File: src/rtl/lfsr_engine.sv
// lfsr_engine: Fibonacci/Galois LFSR with an output word packer and valid/ready handshake.
// Optional all-zero lockup recovery is enabled by defining LFSR_LOCKUP_RECOVER_EN.
module lfsr_engine #(
  parameter int unsigned       WIDTH = 8,
  parameter logic [WIDTH-1:0]  TAPS  = WIDTH'(8'hB8),
  parameter int unsigned       MODE  = 0,
  parameter logic [WIDTH-1:0]  SEED  = WIDTH'(32'd1),
  parameter int unsigned       OUT_W = 8
) (
  input  logic             clk,
  input  logic             rst,
  input  logic             en,
  input  logic             load,
  input  logic [WIDTH-1:0] seed_in,
  output logic [WIDTH-1:0] state,
  output logic             bit_out,
  output logic [OUT_W-1:0] word_out,
  output logic             word_valid,
  input  logic             word_ready,
  output logic             wrap,
  output logic             lockup
);

  localparam int unsigned     CNT_W    = (OUT_W > 1) ? $clog2(OUT_W) : 1;
  localparam logic [CNT_W-1:0] CNT_LAST = CNT_W'(OUT_W - 1);

  function automatic logic fb_parity(input logic [WIDTH-1:0] v);
    return ^v;
  endfunction

  function automatic logic [WIDTH-1:0] lfsr_step(input logic [WIDTH-1:0] s);
    logic [WIDTH-1:0] r;
    if (MODE == 32'd1) begin
      r = (s >> 1'b1) ^ (s[0] ? TAPS : {WIDTH{1'b0}});
    end else begin
      r = {s[WIDTH-2:0], fb_parity(s & TAPS)};
    end
    return r;
  endfunction

  logic [WIDTH-1:0] state_r, ref_r, step_s, state_nx_s, ref_nx_s;
  logic [OUT_W-1:0] pack_r, pack_nx_s, shifted_s, word_r, word_nx_s;
  logic [CNT_W-1:0] cnt_r, cnt_nx_s;
  logic             word_valid_r, word_valid_nx_s;
  logic             wrap_r, wrap_nx_s, lockup_r, lockup_nx_s;
  logic             bit_s, last_s, stall_s, adv_s, zero_s, new_word_s;

  // Next-state decode: load beats advance; a completed word can land while the old one is consumed.
  always_comb begin
    step_s    = lfsr_step(state_r);
    bit_s     = (MODE == 32'd1) ? state_r[0] : state_r[WIDTH-1];
    last_s    = (cnt_r == CNT_LAST);
    stall_s   = word_valid_r & ~word_ready & last_s;
    adv_s     = en & ~load & ~stall_s;
    shifted_s = {pack_r[OUT_W-2:0], bit_s};
`ifdef LFSR_LOCKUP_RECOVER_EN
    zero_s    = (state_r == {WIDTH{1'b0}});
`else
    zero_s    = 1'b0;
`endif
    state_nx_s  = state_r;
    ref_nx_s    = ref_r;
    pack_nx_s   = pack_r;
    cnt_nx_s    = cnt_r;
    word_nx_s   = word_r;
    wrap_nx_s   = 1'b0;
    lockup_nx_s = 1'b0;
    new_word_s  = 1'b0;
    if (load) begin
      state_nx_s = seed_in;
      ref_nx_s   = seed_in;
      pack_nx_s  = {OUT_W{1'b0}};
      cnt_nx_s   = {CNT_W{1'b0}};
    end else if (adv_s && zero_s) begin
      state_nx_s  = SEED;
      ref_nx_s    = SEED;
      pack_nx_s   = {OUT_W{1'b0}};
      cnt_nx_s    = {CNT_W{1'b0}};
      lockup_nx_s = 1'b1;
    end else if (adv_s) begin
      state_nx_s = step_s;
      pack_nx_s  = shifted_s;
      wrap_nx_s  = (step_s == ref_r);
      if (last_s) begin
        word_nx_s  = shifted_s;
        cnt_nx_s   = {CNT_W{1'b0}};
        new_word_s = 1'b1;
      end else begin
        cnt_nx_s   = cnt_r + CNT_W'(1'b1);
      end
    end else begin
      state_nx_s = state_r;
    end
    if (new_word_s) begin
      word_valid_nx_s = 1'b1;
    end else if (word_valid_r && word_ready) begin
      word_valid_nx_s = 1'b0;
    end else begin
      word_valid_nx_s = word_valid_r;
    end
  end

  // State registers with asynchronous reset to the seed.
  always_ff @(posedge clk or posedge rst) begin
    if (rst) begin
      state_r      <= SEED;
      ref_r        <= SEED;
      pack_r       <= {OUT_W{1'b0}};
      cnt_r        <= {CNT_W{1'b0}};
      word_r       <= {OUT_W{1'b0}};
      word_valid_r <= 1'b0;
      wrap_r       <= 1'b0;
      lockup_r     <= 1'b0;
    end else begin
      state_r      <= state_nx_s;
      ref_r        <= ref_nx_s;
      pack_r       <= pack_nx_s;
      cnt_r        <= cnt_nx_s;
      word_r       <= word_nx_s;
      word_valid_r <= word_valid_nx_s;
      wrap_r       <= wrap_nx_s;
      lockup_r     <= lockup_nx_s;
    end
  end

  assign state      = state_r;
  assign bit_out    = bit_s;
  assign word_out   = word_r;
  assign word_valid = word_valid_r;
  assign wrap       = wrap_r;
  assign lockup     = lockup_r;

endmodule

File: config.mk
export PLATFORM = sky130hd
export DESIGN_NAME = lfsr_engine
export DESIGN_NICKNAME = d
export VERILOG_FILES = /design/src/rtl/lfsr_engine.sv
export SDC_FILE = /design/constraint.sdc
export NUM_CORES = 1
export LEC_CHECK = 0
export BUFFER_PORTS_ARGS = -buffer_cell sky130_fd_sc_hd__buf_2
export CORE_MARGIN = 2
export CORE_UTILIZATION = 40
export CTS_CLUSTER_DIAMETER = 100
export CTS_CLUSTER_SIZE = 24
export DETAILED_ROUTE_END_ITERATION = 6
export GPL_TIMING_DRIVEN = 0
export MAX_ROUTING_LAYER = met4
export PLACE_DENSITY = 0.68
export REMOVE_ABC_BUFFERS = 1
export SLEW_MARGIN = 5
export SYNTH_ARGS = -nofsm -noshare
export SYNTH_HDL_FRONTEND = slang
export SYNTH_SLANG_ARGS = --single-unit
File: constraint.sdc
create_clock -name clk -period 2.15 [get_ports clk]
set_input_delay 0.1075 -clock clk [delete_from_list [all_inputs] [get_ports clk]]
set_output_delay 0.1075 -clock clk [all_outputs]
set_load 0.05 [all_outputs]
# --- After elaboration in Yosys (flattened, before gate mapping) ---
# Index checks and enable logic that the tools add are counted.
op_classes:
  n_lt_le_gt_ge: 0
  mux: 14
  n_shift: 0
  n_mul: 0
  div: 0
  n_bitwise: 7
  eq_ne: 2
  n_reduce_logical: 5
  add_sub_neg: 1
op_table:
  columns: ["op", "count"]
  rows:
  - ["$mux 8", 2]
  - ["$mux 7", 2]
  - ["$mux 3", 3]
  - ["$eq 8x8->1", 1]
  - ["$reduce_xor 8->1", 1]
  - ["$mux 1", 7]
  - ["$and 1x1->1", 4]
  - ["$reduce_bool 2->1", 2]
  - ["$add 3x1->3 const B", 1]
  - ["$eq 3x3->1 const B", 1]
  - ["$not 1->1", 3]
  - ["$reduce_and 3->1", 1]
  - ["$logic_and 1x1->1", 1]
totals:
  mem_bits_rw: 0
  latchBits: 0
  elab_cells: 36
  romBits: 0
  mem_count: 0
  out_inout_bits: 20
  regBits: 36
  inputBits: 13

# --- Longest topological paths before layout ---
logic_depth:
  depth_word: 8
  depth_mapped: 7
  ltp_nobuf: 5

# --- Worst setup path before layout ---
# OpenSTA, ideal clock, no wires.
synth_path:
  path_kind: "register to register"
  startpoint: "register cnt_r[0]"
  endpoint: "register cnt_r[1]"
  t_arrival_ns: 1.433
  path_slack_ns: 0.596
  period_less_slack_ns: 1.554
  n_path_buf: 2
  t_required_ns: 2.029
  path_stages_with_launch: 8
  path_cell_list: "dfrtp_1 > ha_1 > ha_1 > nand3b_4 > and2_4 > buf_6 > buf_6 > a22o_1"
synth_between:
  elab_chain_len: 5
  elab_cells_between_ends: 9
  cone_classes: "add/sub: 1; eq/ne: 1; mux: 3; bitwise: 3; reduce/logical: 1"
synth_rtl:
  columns: ["item", "line_no", "rtl"]
  rows:
  - ["start: declaration", "43", "logic [CNT_W-1:0] cnt_r, cnt_nx_s;"]
  - ["start signal: assignment", "109", "cnt_r <= {CNT_W{1'b0}};"]
  - ["start signal: assignment", "118", "cnt_r <= cnt_nx_s;"]
  - ["parallel branches: the longest is 5 deep, another holds $add 3x1->3", null, null]
# Several ways; the timed one is not identified. The select of a mux whose other input is x is not followed.
# A chain may end at the register's enable or synchronous reset.

# --- Worst setup path in the final report ---
layout_path:
  startpoint: "register cnt_r[0]"
  endpoint: "register state_r[3] (netlist: state[3])"
layout_between:
  elab_chain_len: 5
layout_rtl:
  columns: ["item", "line_no", "rtl"]
  rows:
  - ["$eq 3x3->1", "52", "last_s = (cnt_r == CNT_LAST);"]
  - ["$and 1x1->1", "53", "stall_s = word_valid_r & ~word_ready & last_s;"]
  - ["$not 1->1", "54", "adv_s = en & ~load & ~stall_s;"]
  - ["$and 1x1->1", "54", null]
  - ["$reduce_bool 2->1 (no source line)", null, null]
  - ["end signal: assignment", "115", "state_r <= state_nx_s;"]
  - ["end: declaration", "41", "logic [WIDTH-1:0] state_r, ref_r, step_s, state_nx_s, ref_nx_s;"]
# Every way passes these cells.

==> run summary <==
• CP Data Arrival Time: 2.03 ns
• estimated wirelength of the detail-placed design: 2.05 mm
• TritonCTS clock tree: built
• number of vias per cell: 5.09
• number of hold violations in the final report: 34
• post-CTS setup buffer count: 0
• number of buffers on the longest clock path: 2
• post-synth top area cell: sky130_fd_sc_hd__dfrtp_1
• Worst VDD drop: 521 µV
• number of distinct library cell variants in the gate-level netlist after synthesis: 29
• number of global-route vias before repair: 1057
• class of the worst hold path: primary input to asynchronous set/reset pin
• leading post-synthesis cells by instance count: sky130_fd_sc_hd__dfrtp_1 (34), sky130_fd_sc_hd__mux2_2 (14), sky130_fd_sc_hd__a22o_1 (10)
• number of CTS-inserted buffers: 5
• maximum frequency from static timing analysis: 539 MHz
• worst setup skew after layout: 0.00362 ns
• Power per Cell Area: 807 mW/mm²
• worst-case headroom to the max-slew limit: 51.8%
• number of warnings issued by yosys: 0
• shortest clock period the worst path allows after layout: 1.86 ns
• count of antenna diodes in the layout: 0
• sort of element at the start of the critical path: flop
• via count: 1018
• fraction of the cycle the final worst path needs: 86.4%
• die width: 67.7 µm
• site row count: 23
• MaxCap Viol Count: 0
• crit path max fanout: 18
• share of layout cells above drive strength 1: 40.7%
• average detailed-routed wire length per instance: 14.7 µm
• worst reg2reg setup slack: 0.29 ns
• antenna violations before repair: 0
• unrepaired setup endpoints after global routing: false
• number of violations reported at the end of detailed-routing iteration 0: 16
• Syn Inst Count: 119
• total iterations of the first detailed-routing run: 4
• number of buffer cells added on primary ports: 31
• summed instance area of the synthesized netlist: 0.00162 mm²
• routability congestion estimate: 0.772
• run status: finished with violations
• Layout Area Growth over Synthesis: 15.3%
• smallest hold slack: -0.0576 ns
• endpoint kind of the worst setup timing path: flop
• Post-synth ARST share: 100%
• maximum number of pins on one net before global-route repair: 37
• global route overflow: 0
• Util after Layout: 47.4%
• violated checks: hold timing
• Avg Synthesized Cell Area: 13.6 µm²
• final WL: 2.94 mm
• area share of the largest cell type after synthesis: 52.5%
• Worst Tran Pin Value: 0.722 ns
• area enclosed by the die boundary: 0.00458 mm²
• leakage power: 0.000989 µW
• class of the most critical setup path: flop to flop
• setup violators final: 0
• clk sink count: 36
• synthesis-stage register bit count: 36
• cells taking the most area after synthesis: sky130_fd_sc_hd__dfrtp_1 (52%), sky130_fd_sc_hd__mux2_2 (9.7%), sky130_fd_sc_hd__a22o_1 (5.4%)
• I/O pin count: 33
• number of flops mapped to enable cells by yosys: 0
• sequential-to-total area share from yosys stat: 55.7%
• number of nets still failing antenna checks after routing: 0
• clock insertion delay at the later pin of the skew report: 0.28 ns
• count of hold buffers inserted by post-cts repair: 0
• H-tree Lvls: 2
• most frequently used cell type in the post-synthesis netlist: sky130_fd_sc_hd__dfrtp_1
• cell area after placement: 0.00178 mm²
• number of gates given a new drive strength after cts: 0
• core area: 0.00394 mm²
• final design instance area without fill: 0.00187 mm²
• overall global routing resource usage: 15.2%
• Layout Nets: 164
• die span in y: 67.7 µm
• global-route wire length before repair: 4.91 mm
• CTS clk-pin slew, worst paths: 0.07 ns
• DRC violation count after routing: 0
• Max Slew Vio Count: 0
• effective utilization at floorplan: 41.1%
• Root Buffer: sky130_fd_sc_hd__clkbuf_8
• Primary FF master, synth: sky130_fd_sc_hd__dfrtp_1
• WP data required: 2.32 ns
• Setup TNS: 0 ns
==> area by class of cell <==
cell class,instances,area [µm²]
multi-input combinational,70,637
inverter,5,18.8
timing repair buffer,31,155
clock buffer,6,82.6
clock inverter,2,10.0
fill,345,2070
tap,50,62.6
sequential,36,903
==> worst paths after layout <==
kind,startpoint,end,cells after the start
max in group asynchronous,rst,ref_r[7],2
min in group clk,seed_in[2],ref_r[2],2
max,cnt_r[0],state[3],5
min,rst,pack_r[3],2
max reg2reg,cnt_r[0],state[3],5
min reg2reg,word_out[5],word_out[5],1
==> registers in the layout, summed over array words and instances, names as in the netlist <==
register,count
ref_r,8
state,8
wrap,1
pack_r,7
cnt_r,3
word_valid,1
word_out,8
==> kinds of logic (layout without fill, tap and decap cells) <==
| group | after synthesis | in the layout | share of synthesized area (%) |
|---|---|---|---|
| compound gates | 21 | 21 | 11.3 |
| xor+xnor | 11 | 11 | 7.25 |
| fa+ha+maj | 2 | 2 | 1.54 |
| buf+inv | 13 | 44 | 5.02 |
| flops | 36 | 36 | 55.7 |
| mux | 16 | 16 | 11.1 |
| other cells | 1 | 1 | 0.231 |
| simple gates | 19 | 19 | 7.79 |
==> power breakdown <==
group          switching [µW]  internal [µW]  total (µW)
sequential               43.9            720         764
clock                     230            255         486
combinational             161           98.9         259
total                     435           1070        1510
==> critical path, cell delays in order, from the launching register on <==
cell,delay (ns)
sky130_fd_sc_hd__dfrtp_1,0.38
sky130_fd_sc_hd__ha_1,0.16
sky130_fd_sc_hd__ha_1,0.24
sky130_fd_sc_hd__nand3b_4,0.11
sky130_fd_sc_hd__a21oi_4,0.47
sky130_fd_sc_hd__mux2_2,0.39
==> layout by cell type (no fill, tap or decap), drive strengths merged, types with 4 or more instances in the layout <==
master,count
a221o,6
a22o,10
and2,7
buf,31
clkbuf,6
dfrtp,34
inv,5
mux2,16
nand2,4
o21ai,4
xor2,8
==> stage by stage <==
step                      hold slack (ns)  power [µW]  setup WS (ns)  cells
after detailed placement            0.354        1040          0.299    192
after floorplan                     0.204         964          0.407    111
after global placement              0.333        1030          0.345    192
final                             -0.0576        1510          0.293    200
after global routing              0.00189        1580          0.151    200
after CTS                          0.0577        1530          0.291    200
==> routing by layer <==
metal  part of all wire [%]  GRT usage [%]
met3                    7.0           6.00
met4                    2.8           8.42
met2                     46           21.7
met1                     44           18.4
met5                      0              -
(Power assumes the default switching activity.)
